<file path="src/rtl/pc_phase_sequencer.sv">
// Fetch/phase sequencer and program counter for the multi-cycle RV32 core.
// Fetches, latches, steps execute phases, then retires and advances the PC.
module pc_phase_sequencer #(
    parameter int              XLEN         = 32,
    parameter logic [XLEN-1:0] RESET_VECTOR = 32'h8000_0000,
    parameter int              PC_INC       = 4,
    parameter int              NUM_PHASES   = 3,
    parameter int              WB_PHASE     = 1,
    parameter int              ALIGN_CHECK  = 1,
    parameter int              CNT_W        = 32
) (
    input  logic             clk,
    input  logic             rst,
    output logic             fetch_valid,
    input  logic             fetch_ready,
    output logic [XLEN-1:0]  fetch_addr,
    input  logic             inst_rvalid,
    input  logic [XLEN-1:0]  inst_rdata,
    output logic [XLEN-1:0]  inst,
    input  logic             stall,
    input  logic             redirect_en,
    input  logic [XLEN-1:0]  redirect_target,
    input  logic             halt_req,
    output logic [3:0]       phase,
    output logic             wb_strobe,
    output logic [XLEN-1:0]  pc,
    output logic [XLEN-1:0]  pc_plus_inc,
    output logic             busy,
    output logic             halted,
    output logic             misalign_err,
    output logic [CNT_W-1:0] retire_count
);

    typedef enum logic [2:0] {
        S_IDLE,
        S_FETCH,
        S_WAIT,
        S_EXEC,
        S_HALTED,
        S_ERROR
    } state_t;

    localparam logic [3:0] LAST_PH = 4'(NUM_PHASES - 1);
    localparam logic [3:0] WB_PH   = 4'(WB_PHASE);

    state_t            state, state_nxt;
    logic [XLEN-1:0]   pc_q;
    logic [XLEN-1:0]   inst_q;
    logic [3:0]        phase_q;
    logic [CNT_W-1:0]  retire_q;
    logic [XLEN-1:0]   next_pc;
    logic              in_exec;
    logic              adv;
    logic              is_last;
    logic              bad_align;

    assign pc_plus_inc = pc_q + XLEN'(PC_INC);
    assign next_pc     = redirect_en ? redirect_target : pc_plus_inc;
    assign in_exec     = (state == S_EXEC);
    assign adv         = in_exec && !stall;
    assign is_last     = (phase_q == LAST_PH);
    assign bad_align   = (ALIGN_CHECK != 0) && (next_pc[1:0] != 2'b00);

    always_ff @(posedge clk) begin
        if (rst) begin
            state <= S_IDLE;
        end else begin
            state <= state_nxt;
        end
    end

    always_comb begin
        state_nxt = state;
        unique case (state)
            S_IDLE:  state_nxt = S_FETCH;
            S_FETCH: if (fetch_ready) state_nxt = S_WAIT;
            S_WAIT:  if (inst_rvalid) state_nxt = S_EXEC;
            S_EXEC: begin
                if (!stall && is_last) begin
                    if (bad_align)     state_nxt = S_ERROR;
                    else if (halt_req) state_nxt = S_HALTED;
                    else               state_nxt = S_FETCH;
                end
            end
            S_HALTED: state_nxt = S_HALTED;
            S_ERROR:  state_nxt = S_ERROR;
            default:  state_nxt = S_IDLE;
        endcase
    end

    // A misaligned next-PC leaves pc and the retire count untouched.
    always_ff @(posedge clk) begin
        if (rst) begin
            pc_q     <= RESET_VECTOR;
            inst_q   <= '0;
            phase_q  <= '0;
            retire_q <= '0;
        end else begin
            if (state == S_WAIT && inst_rvalid) begin
                inst_q  <= inst_rdata;
                phase_q <= '0;
            end
            if (adv) begin
                if (!is_last) begin
                    phase_q <= phase_q + 4'd1;
                end else if (!bad_align) begin
                    pc_q     <= next_pc;
                    retire_q <= retire_q + CNT_W'(1);
                    phase_q  <= '0;
                end
            end
        end
    end

    always_comb begin
        fetch_valid  = (state == S_FETCH);
        fetch_addr   = pc_q;
        busy         = (state == S_FETCH) || (state == S_WAIT) || in_exec;
        halted       = (state == S_HALTED);
        misalign_err = (state == S_ERROR);
        phase        = in_exec ? phase_q : 4'd0;
        wb_strobe    = adv && (phase_q == WB_PH);
    end

    assign pc           = pc_q;
    assign inst         = inst_q;
    assign retire_count = retire_q;

endmodule

</file>
<file path="config.mk">
export PLATFORM = sky130hd
export DESIGN_NAME = pc_phase_sequencer
export DESIGN_NICKNAME = d
export VERILOG_FILES = /design/src/rtl/pc_phase_sequencer.sv
export SDC_FILE = /design/constraint.sdc
export NUM_CORES = 1
export LEC_CHECK = 0
export CAP_MARGIN = 20
export CELL_PAD_IN_SITES_DETAIL_PLACEMENT = 0
export CELL_PAD_IN_SITES_GLOBAL_PLACEMENT = 1
export CORE_MARGIN = 5
export CORE_UTILIZATION = 30
export CTS_BUF_LIST = sky130_fd_sc_hd__clkbuf_16
export CTS_CLUSTER_DIAMETER = 80
export DETAILED_ROUTE_END_ITERATION = 7
export PLACE_DENSITY = 0.81
export SYNTH_ARGS = -nofsm -noshare
export SYNTH_HDL_FRONTEND = slang
export SYNTH_SLANG_ARGS = --single-unit
</file>
<file path="constraint.sdc">
create_clock -name clk -period 3.5 [get_ports clk]
set_clock_uncertainty 0.05 [all_clocks]
set_input_delay 0.875 -clock clk [delete_from_list [all_inputs] [get_ports clk]]
set_output_delay 0.875 -clock clk [all_outputs]
set_load 0.05 [all_outputs]
</file>
==> impl_metrics.csv, run 1 <==
group,metric,value,unit
status,outcome,"completed",
logic_synthesis,syn_area_per_cell,7.706,um^2
clocking,cts_root_buf,"sky130_fd_sc_hd__clkbuf_16",
critical_path,critical_path_arrival,2.40,ns
cells_and_area,diodes,0,
critical_path,critical_path_required,2.57,ns
critical_path,critical_path.endpoint_type,"output port",
timing,setup_tns,0,ns
drt,drtPass1Iterations,5,
global_route,grt_first_pass_wirelength,30.46,mm
timing,total_of_endpoints_with_negative_setup_slack_in_the_final_report,0,
timing,fmax,301.0,MHz
logic_synthesis,synth_area,5618,um^2
die,start_util,30.24,%
critical_path,family_of_cells_with_the_greatest_summed_delay_on_the_critical_path,"simple AND/OR/NAND/NOR gates",
clocking,cts_num_sinks,103,
global_route,groute.usage.overall,17.23,%
critical_path,critical-path-max-stage-delay,0.59,ns
timing,finalHoldViolations,0,
logic_synthesis,synth_flop_cell,"sky130_fd_sc_hd__dfxtp_1",
timing,timing_worst_slew_pin_value,0.6975,ns
logic_synthesis,netlist.area_leader.share,36.70,%
power_and_ir_drop,largest_voltage_drop_on_the_vdd_net,0.1927,mV
cells_and_area,area.growth.synth_to_final,56.77,%
die,die_h,146.8,um
placed_design,hpwl,13.89,mm
critical_path,worstPathMaxFanout,8,
placed_design,place.port_buffers,239,
logic_synthesis,yosysUniqueCellTypes,57,
drt,number_of_nets_still_failing_antenna_checks_after_routing,0,
critical_path,worstSetupStartpoint,"fetch_addr[14]",
die,design.core.area,18580,um^2
logic_synthesis,ys_warn_count,0,
global_route,grt-ovfl-total,0,
critical_path,cp_slowest_cell,"sky130_fd_sc_hd__or4_4",
cells_and_area,drive_above_1_share,12.81,%
clocking,inserted_clock_buffers,9,
power_and_ir_drop,post-layout-total-power,2.431,mW
logic_synthesis,synth_cells,729,
job,maxCapViolCount,0,
clocking,cts_tree,"done",
power_and_ir_drop,power_leakage,3.028,nW
clocking,clk_pin_slew_worst_paths,0.08,ns
timing,worst_path_setup_slack_after_routing,0.1779,ns
global_route,first_global_vias,5565,
logic_synthesis,sequential_element_share_of_the_synthesized_area,36.70,%
drt,vias,5871,
drt,avgRoutedWirePerCell,16.27,um
clocking,clock_insertion_delay_worst_skew,0.35,ns
clocking,cts-root-to-sink-buffers,2,
die,pin_count,240,
timing,relative_slew_slack,53.50,%
critical_path,path_class,"flip-flop to output port",
critical_path,critical_path_buf_inv_count,1,
clocking,htree_levels,3,
critical_path,path_common_cell,"sky130_fd_sc_hd__or4_4",
drt,wl,19.05,mm
power_and_ir_drop,cellPowerDensity,276.0,nW/um^2
cells_and_area,nets,1008,
global_route,number_of_antenna_violations_at_the_first_check_in_global_routing,0,
worst_hold_path,min_from,"inst[10]",
placed_design,minimum_setup_slack_after_placement,0.2211,ns
critical_path,cp-start-kind,"flip-flop",
cells_and_area,n_fill_cell,1837,
logic_synthesis,synth_fp_nets,805,
placed_design,gpl.final_weighted_congestion,0.8055,
timing,finalHoldWorstSlack,0.4048,ns
drt,detail_route.iter0.violations,285,
drt,drc,0,
global_route,pin_count_of_the_biggest_net_entering_global_routing,72,
die,design.die.area,21560,um^2
critical_path,r2r_start,"retire_count[3]",
critical_path,cp_cell_sequence,"nand4_1 > or4_4 > or4_4 > xnor2_2 > buf_12",
logic_synthesis,synth_area_leaders,"sky130_fd_sc_hd__dfxtp_1 (37%), sky130_fd_sc_hd__nand2_1 (7.2%), sky130_fd_sc_hd__a21oi_1 (5.6%)",
logic_synthesis,synth-edff-count,0,
die,die_width,146.8,um
worst_hold_path,timing.hold.worst.class,"flip-flop to flip-flop",
drt,viasPerCell,5.014,
logic_synthesis,yosys_register_bits,103,
logic_synthesis,synthDominantAreaCellType,"sky130_fd_sc_hd__dfxtp_1",
timing,period_minus_slack,3.322,ns
die,placementRows,50,
timing,slew_limit_fails,0,
logic_synthesis,ys_async_sr_fraction,0,%
timing,layout_worst_path_cycle_share,94.92,%
## report_power, final
group / total (mW) / internal [mW] / leakage (nW) / switching [mW]
Sequential: 1.19 / 1.18 / 0.834 / 0.00973
Clock: 1.00 / 0.497 / 0.132 / 0.505
Combinational: 0.238 / 0.112 / 2.06 / 0.126
Total: 2.43 / 1.79 / 3.03 / 0.641
## repair_timing
action                                  4_1_cts  5_1_grt
gates resized for setup                       6        9
pin swaps                                     0        2
endpoints found under the setup margin        7       11
buffers inserted                              0        1
hold buffers                                  0        0
## layout make-up
class	instances	area, um^2	area share (%)
clock inverters	7	65.06	0.7387
clock buffers	9	225.2	2.557
flip-flops and latches	103	2074	23.55
multi-input cells	522	3188	36.20
well taps	234	292.8	3.324
repair buffers	275	2883	32.73
inverters	21	78.83	0.8950
## synthesized netlist by cell type (all sizes together), types with 5 or more instances
cell type and instances:
inv 20, mux2i 5, o211ai 6, and2 7, xnor2 35, nand2 108, nor4 14, ha 5
dfxtp 103, and3 13, buf 37, o21ai 22, xor2 16, and4 6, or4 6, nor2 61
or3 12, o31ai 7, nand3 34, clkbuf 46, nand4 16, a31oi 14, nor3 24, a32o 6
a21oi 63
## cell usage in the layout, fill, tap and decap left out, drive strengths merged, types with 12 or more instances in the layout
master,synthesis,layout
clkdlybuf4s50,0,211
inv,20,23
nand2,108,108
and3,13,13
nor3,24,24
xor2,16,16
dfxtp,103,103
a21oi,63,63
nand4,16,16
nor2,61,61
a31oi,14,14
o21ai,22,22
xnor2,35,35
buf,37,63
nand3,34,34
or3,12,12
nor4,14,14
## state kept, by name, summed over array words and instances (netlist names)
register      count
inst             32
state             3
retire_count     32
phase_q           4
fetch_addr       32
## metal layers
layer / wire (um) / up-vias / track usage (%)
li1: - / 2919 / -
met1: 8558 / 2748 / 22.81
met2: 8992 / 179 / 28.19
met3: 1141 / 25 / 3.671
met4: 361 / 0 / 5.362
met5: 0 / - / 0
## final timing paths
path / end / slack [ns] / cells past startpoint
setup / recovery: pc_plus_inc[28] / 0.18 / 5
hold / removal: inst[10] / 0.40 / 2
setup reg to reg: retire_count[27] / 1.25 / 5
hold reg to reg: inst[10] / 0.40 / 2
## stage by stage
stage	instances	util, %	cell area, um^2
2_1_floorplan	729	-	5749
4_1_cts	1170	47.21	8771
5_1_grt	1171	47.40	8807
6_report	1171	47.40	8807
3_5_place_dp	1154	45.56	8466
3_3_place_gp	1154	45.56	8466
## kinds of logic (layout without fill, tap and decap cells)
logic type | after synthesis | after routing | share of synthesized area, %
flops | 103 | 103 | 36.70
xor+xnor | 51 | 51 | 7.951
buf+inv | 104 | 312 | 9.621
fa+ha+maj | 5 | 5 | 1.114
compound gates | 141 | 141 | 15.52
mux | 6 | 6 | 1.158
simple gates | 319 | 319 | 27.93
## worst register-to-register path: stages (launching register included)
cell and delay, ns:
sky130_fd_sc_hd__dfxtp_1 0.45, sky130_fd_sc_hd__nand4_1 0.26, sky130_fd_sc_hd__or4_1 0.79, sky130_fd_sc_hd__nor4_1 0.37, sky130_fd_sc_hd__xnor2_1 0.16, sky130_fd_sc_hd__nor2_1 0.06
Power figures use the tool's default switching activity.
==> run 2: changes to the inputs <==
Settings changed: ABC_CLOCK_PERIOD_IN_PS set to 3500.
==> results of run 2 <==
No change in the layout: final DEF, timing and power equal those of run 1.
==> run 3: changes to the inputs <==
Settings changed: TNS_END_PERCENT set to 50.
==> impl_metrics.csv, run 3 (same netlist as run 1, synthesis figures left out) <==
group,metric,value,unit
global_route,groute.usage.overall,17.40,%
status,outcome,"completed",
critical_path,critical_path_arrival,2.45,ns
critical_path,path_common_cell,"sky130_fd_sc_hd__or4_4",
power_and_ir_drop,power_leakage,2.975,nW
cells_and_area,nets,1002,
die,placementRows,50,
critical_path,cp-start-kind,"flip-flop",
timing,total_of_endpoints_with_negative_setup_slack_in_the_final_report,0,
placed_design,hpwl,13.78,mm
critical_path,cp_cell_sequence,"nand4_4 > or4_4 > or4_4 > xnor2_2 > buf_12",
critical_path,worstPathMaxFanout,6,
power_and_ir_drop,largest_voltage_drop_on_the_vdd_net,0.2335,mV
placed_design,placedCellCount,1149,
drt,wl,19.29,mm
die,die_width,146.8,um
die,design.die.area,21560,um^2
global_route,pin_count_of_the_biggest_net_entering_global_routing,73,
clocking,htree_levels,3,
timing,rsz0062_at_grt,"false",
drt,number_of_nets_still_failing_antenna_checks_after_routing,0,
drt,avgRoutedWirePerCell,16.57,um
clocking,cts_num_sinks,103,
die,start_util,30.24,%
drt,viasPerCell,4.991,
timing,finalHoldViolations,0,
timing,relative_slew_slack,52.11,%
clocking,cts-root-to-sink-buffers,2,
power_and_ir_drop,cellPowerDensity,274.8,nW/um^2
clocking,clock_insertion_delay_worst_skew,0.35,ns
global_route,first_global_vias,5468,
power_and_ir_drop,post-layout-total-power,2.394,mW
die,design.core.area,18580,um^2
die,die_h,146.8,um
placed_design,gpl.final_weighted_congestion,0.7924,
global_route,grt_first_pass_wirelength,30.44,mm
critical_path,path_class,"flip-flop to output port",
timing,fmax,296.2,MHz
job,maxCapViolCount,0,
clocking,clk_pin_slew_worst_paths,0.07,ns
cells_and_area,finalNonFillerCells,1164,
critical_path,critical-path-max-stage-delay,0.60,ns
timing,setup_tns,0,ns
drt,detail_route.iter0.violations,361,
clocking,inserted_clock_buffers,9,
timing,slew_limit_fails,0,
clocking,cts_setup_buffers,0,
clocking,cts_root_buf,"sky130_fd_sc_hd__clkbuf_16",
global_route,grt-ovfl-total,0,
global_route,number_of_antenna_violations_at_the_first_check_in_global_routing,0,
worst_hold_path,timing.hold.worst.class,"flip-flop to flip-flop",
cells_and_area,final_cell_mix,"sky130_fd_sc_hd__clkdlybuf4s50_1 (212), sky130_fd_sc_hd__nand2_1 (108), sky130_fd_sc_hd__dfxtp_1 (99), sky130_fd_sc_hd__a21oi_1 (63), sky130_fd_sc_hd__nor2_1 (59)",
timing,timing_worst_slew_pin_value,0.7184,ns
critical_path,cp_slowest_cell,"sky130_fd_sc_hd__or4_4",
placed_design,place.port_buffers,239,
critical_path,critical_path.endpoint_type,"output port",
timing,period_minus_slack,3.376,ns
cells_and_area,n_fill_cell,1847,
die,pin_count,240,
drt,drtPass1Iterations,4,
cells_and_area,drive_above_1_share,11.29,%
clocking,cts_tree,"done",
cells_and_area,layout.cells.most_common,"sky130_fd_sc_hd__clkdlybuf4s50_1",
cells_and_area,diodes,0,
critical_path,critical_path_required,2.57,ns
drt,drc,0,
cells_and_area,area.growth.synth_to_final,55.06,%
drt,vias,5810,
timing,layout_worst_path_cycle_share,96.45,%
[run 3: cell types whose count changed in the layout (fill, tap and decap cells not counted), moves of 2 or more]
cell                         before  now
sky130_fd_sc_hd__buf_4           39   33
sky130_fd_sc_hd__clkinvlp_4       3    0
sky130_fd_sc_hd__xnor2_1         27   30
sky130_fd_sc_hd__xnor2_2          7    4
sky130_fd_sc_hd__xor2_1           9   12
sky130_fd_sc_hd__xor2_2           7    4
sky130_fd_sc_hd__clkinv_1         1    3
sky130_fd_sc_hd__dfxtp_1         97   99
sky130_fd_sc_hd__dfxtp_2          4    2
sky130_fd_sc_hd__nand3_1         34   32
sky130_fd_sc_hd__nand3_2          0    2
[run 3: through the flow]
step	worst slack, ns	util [%]	hold slack (ns)	cell area [um^2]
detailed placement	0.1440	45.06	0.3969	8373
finish	0.1244	46.88	0.4033	8711
global placement	0.1810	45.06	0.3913	8373
global route	0.0001823	46.88	0.4237	8711
CTS	0.01092	46.60	0.4052	8658
floorplan	-0.2280	-	0.4823	5704
[run 3: worst max-delay path: cells and delay by family, from the launching register on]
family	cells	cell delay [ns]
xor+xnor	1	0.19
flops	1	0.41
simple gates	3	1.34
buf+inv	1	0.16
[run 3: layer usage]
layer / vias to the layer above / GRT usage (%) / wire length, um / share of wire [%]
met5: - / 0 / 0 / 0
met4: 0 / 5.268 / 414 / 2.1
met3: 23 / 4.750 / 1025 / 5.3
met2: 148 / 27.93 / 9073 / 47
met1: 2733 / 22.89 / 8778 / 46
li1: 2906 / - / - / -
[run 3: report_power, final]
part           switching (mW)  internal [mW]
Combinational           0.126          0.112
Clock                   0.479          0.486
Sequential             0.0102           1.18
Total                   0.616           1.78
[run 3: area by class of cell]
| type | count | area (um^2) | share of cell area, % |
|---|---|---|---|
| clock buffer | 9 | 225.2 | 2.585 |
| multi-input combinational | 522 | 3169 | 36.38 |
| tap | 234 | 292.8 | 3.361 |
| sequential | 103 | 2072 | 23.79 |
| timing repair buffer | 269 | 2828 | 32.46 |
| clock inverter | 6 | 45.04 | 0.5171 |
| inverter | 21 | 78.83 | 0.9049 |
[run 3: worst paths after layout]
path	cells after the start	from	slack [ns]	endpoint
setup / recovery	5	fetch_addr[11]	0.12	pc_plus_inc[28]
setup reg to reg	6	fetch_addr[11]	1.18	fetch_addr[30]
hold / removal	2	inst[16]	0.40	inst[16]
hold reg to reg	2	inst[16]	0.40	inst[16]
[run 3: what timing repair did]
action	in CTS	in global routing
hold buffers	0	0
endpoints found under the setup margin	9	9
endpoints found under the hold margin	0	0
gates cloned	0	0
gates resized for setup	6	12
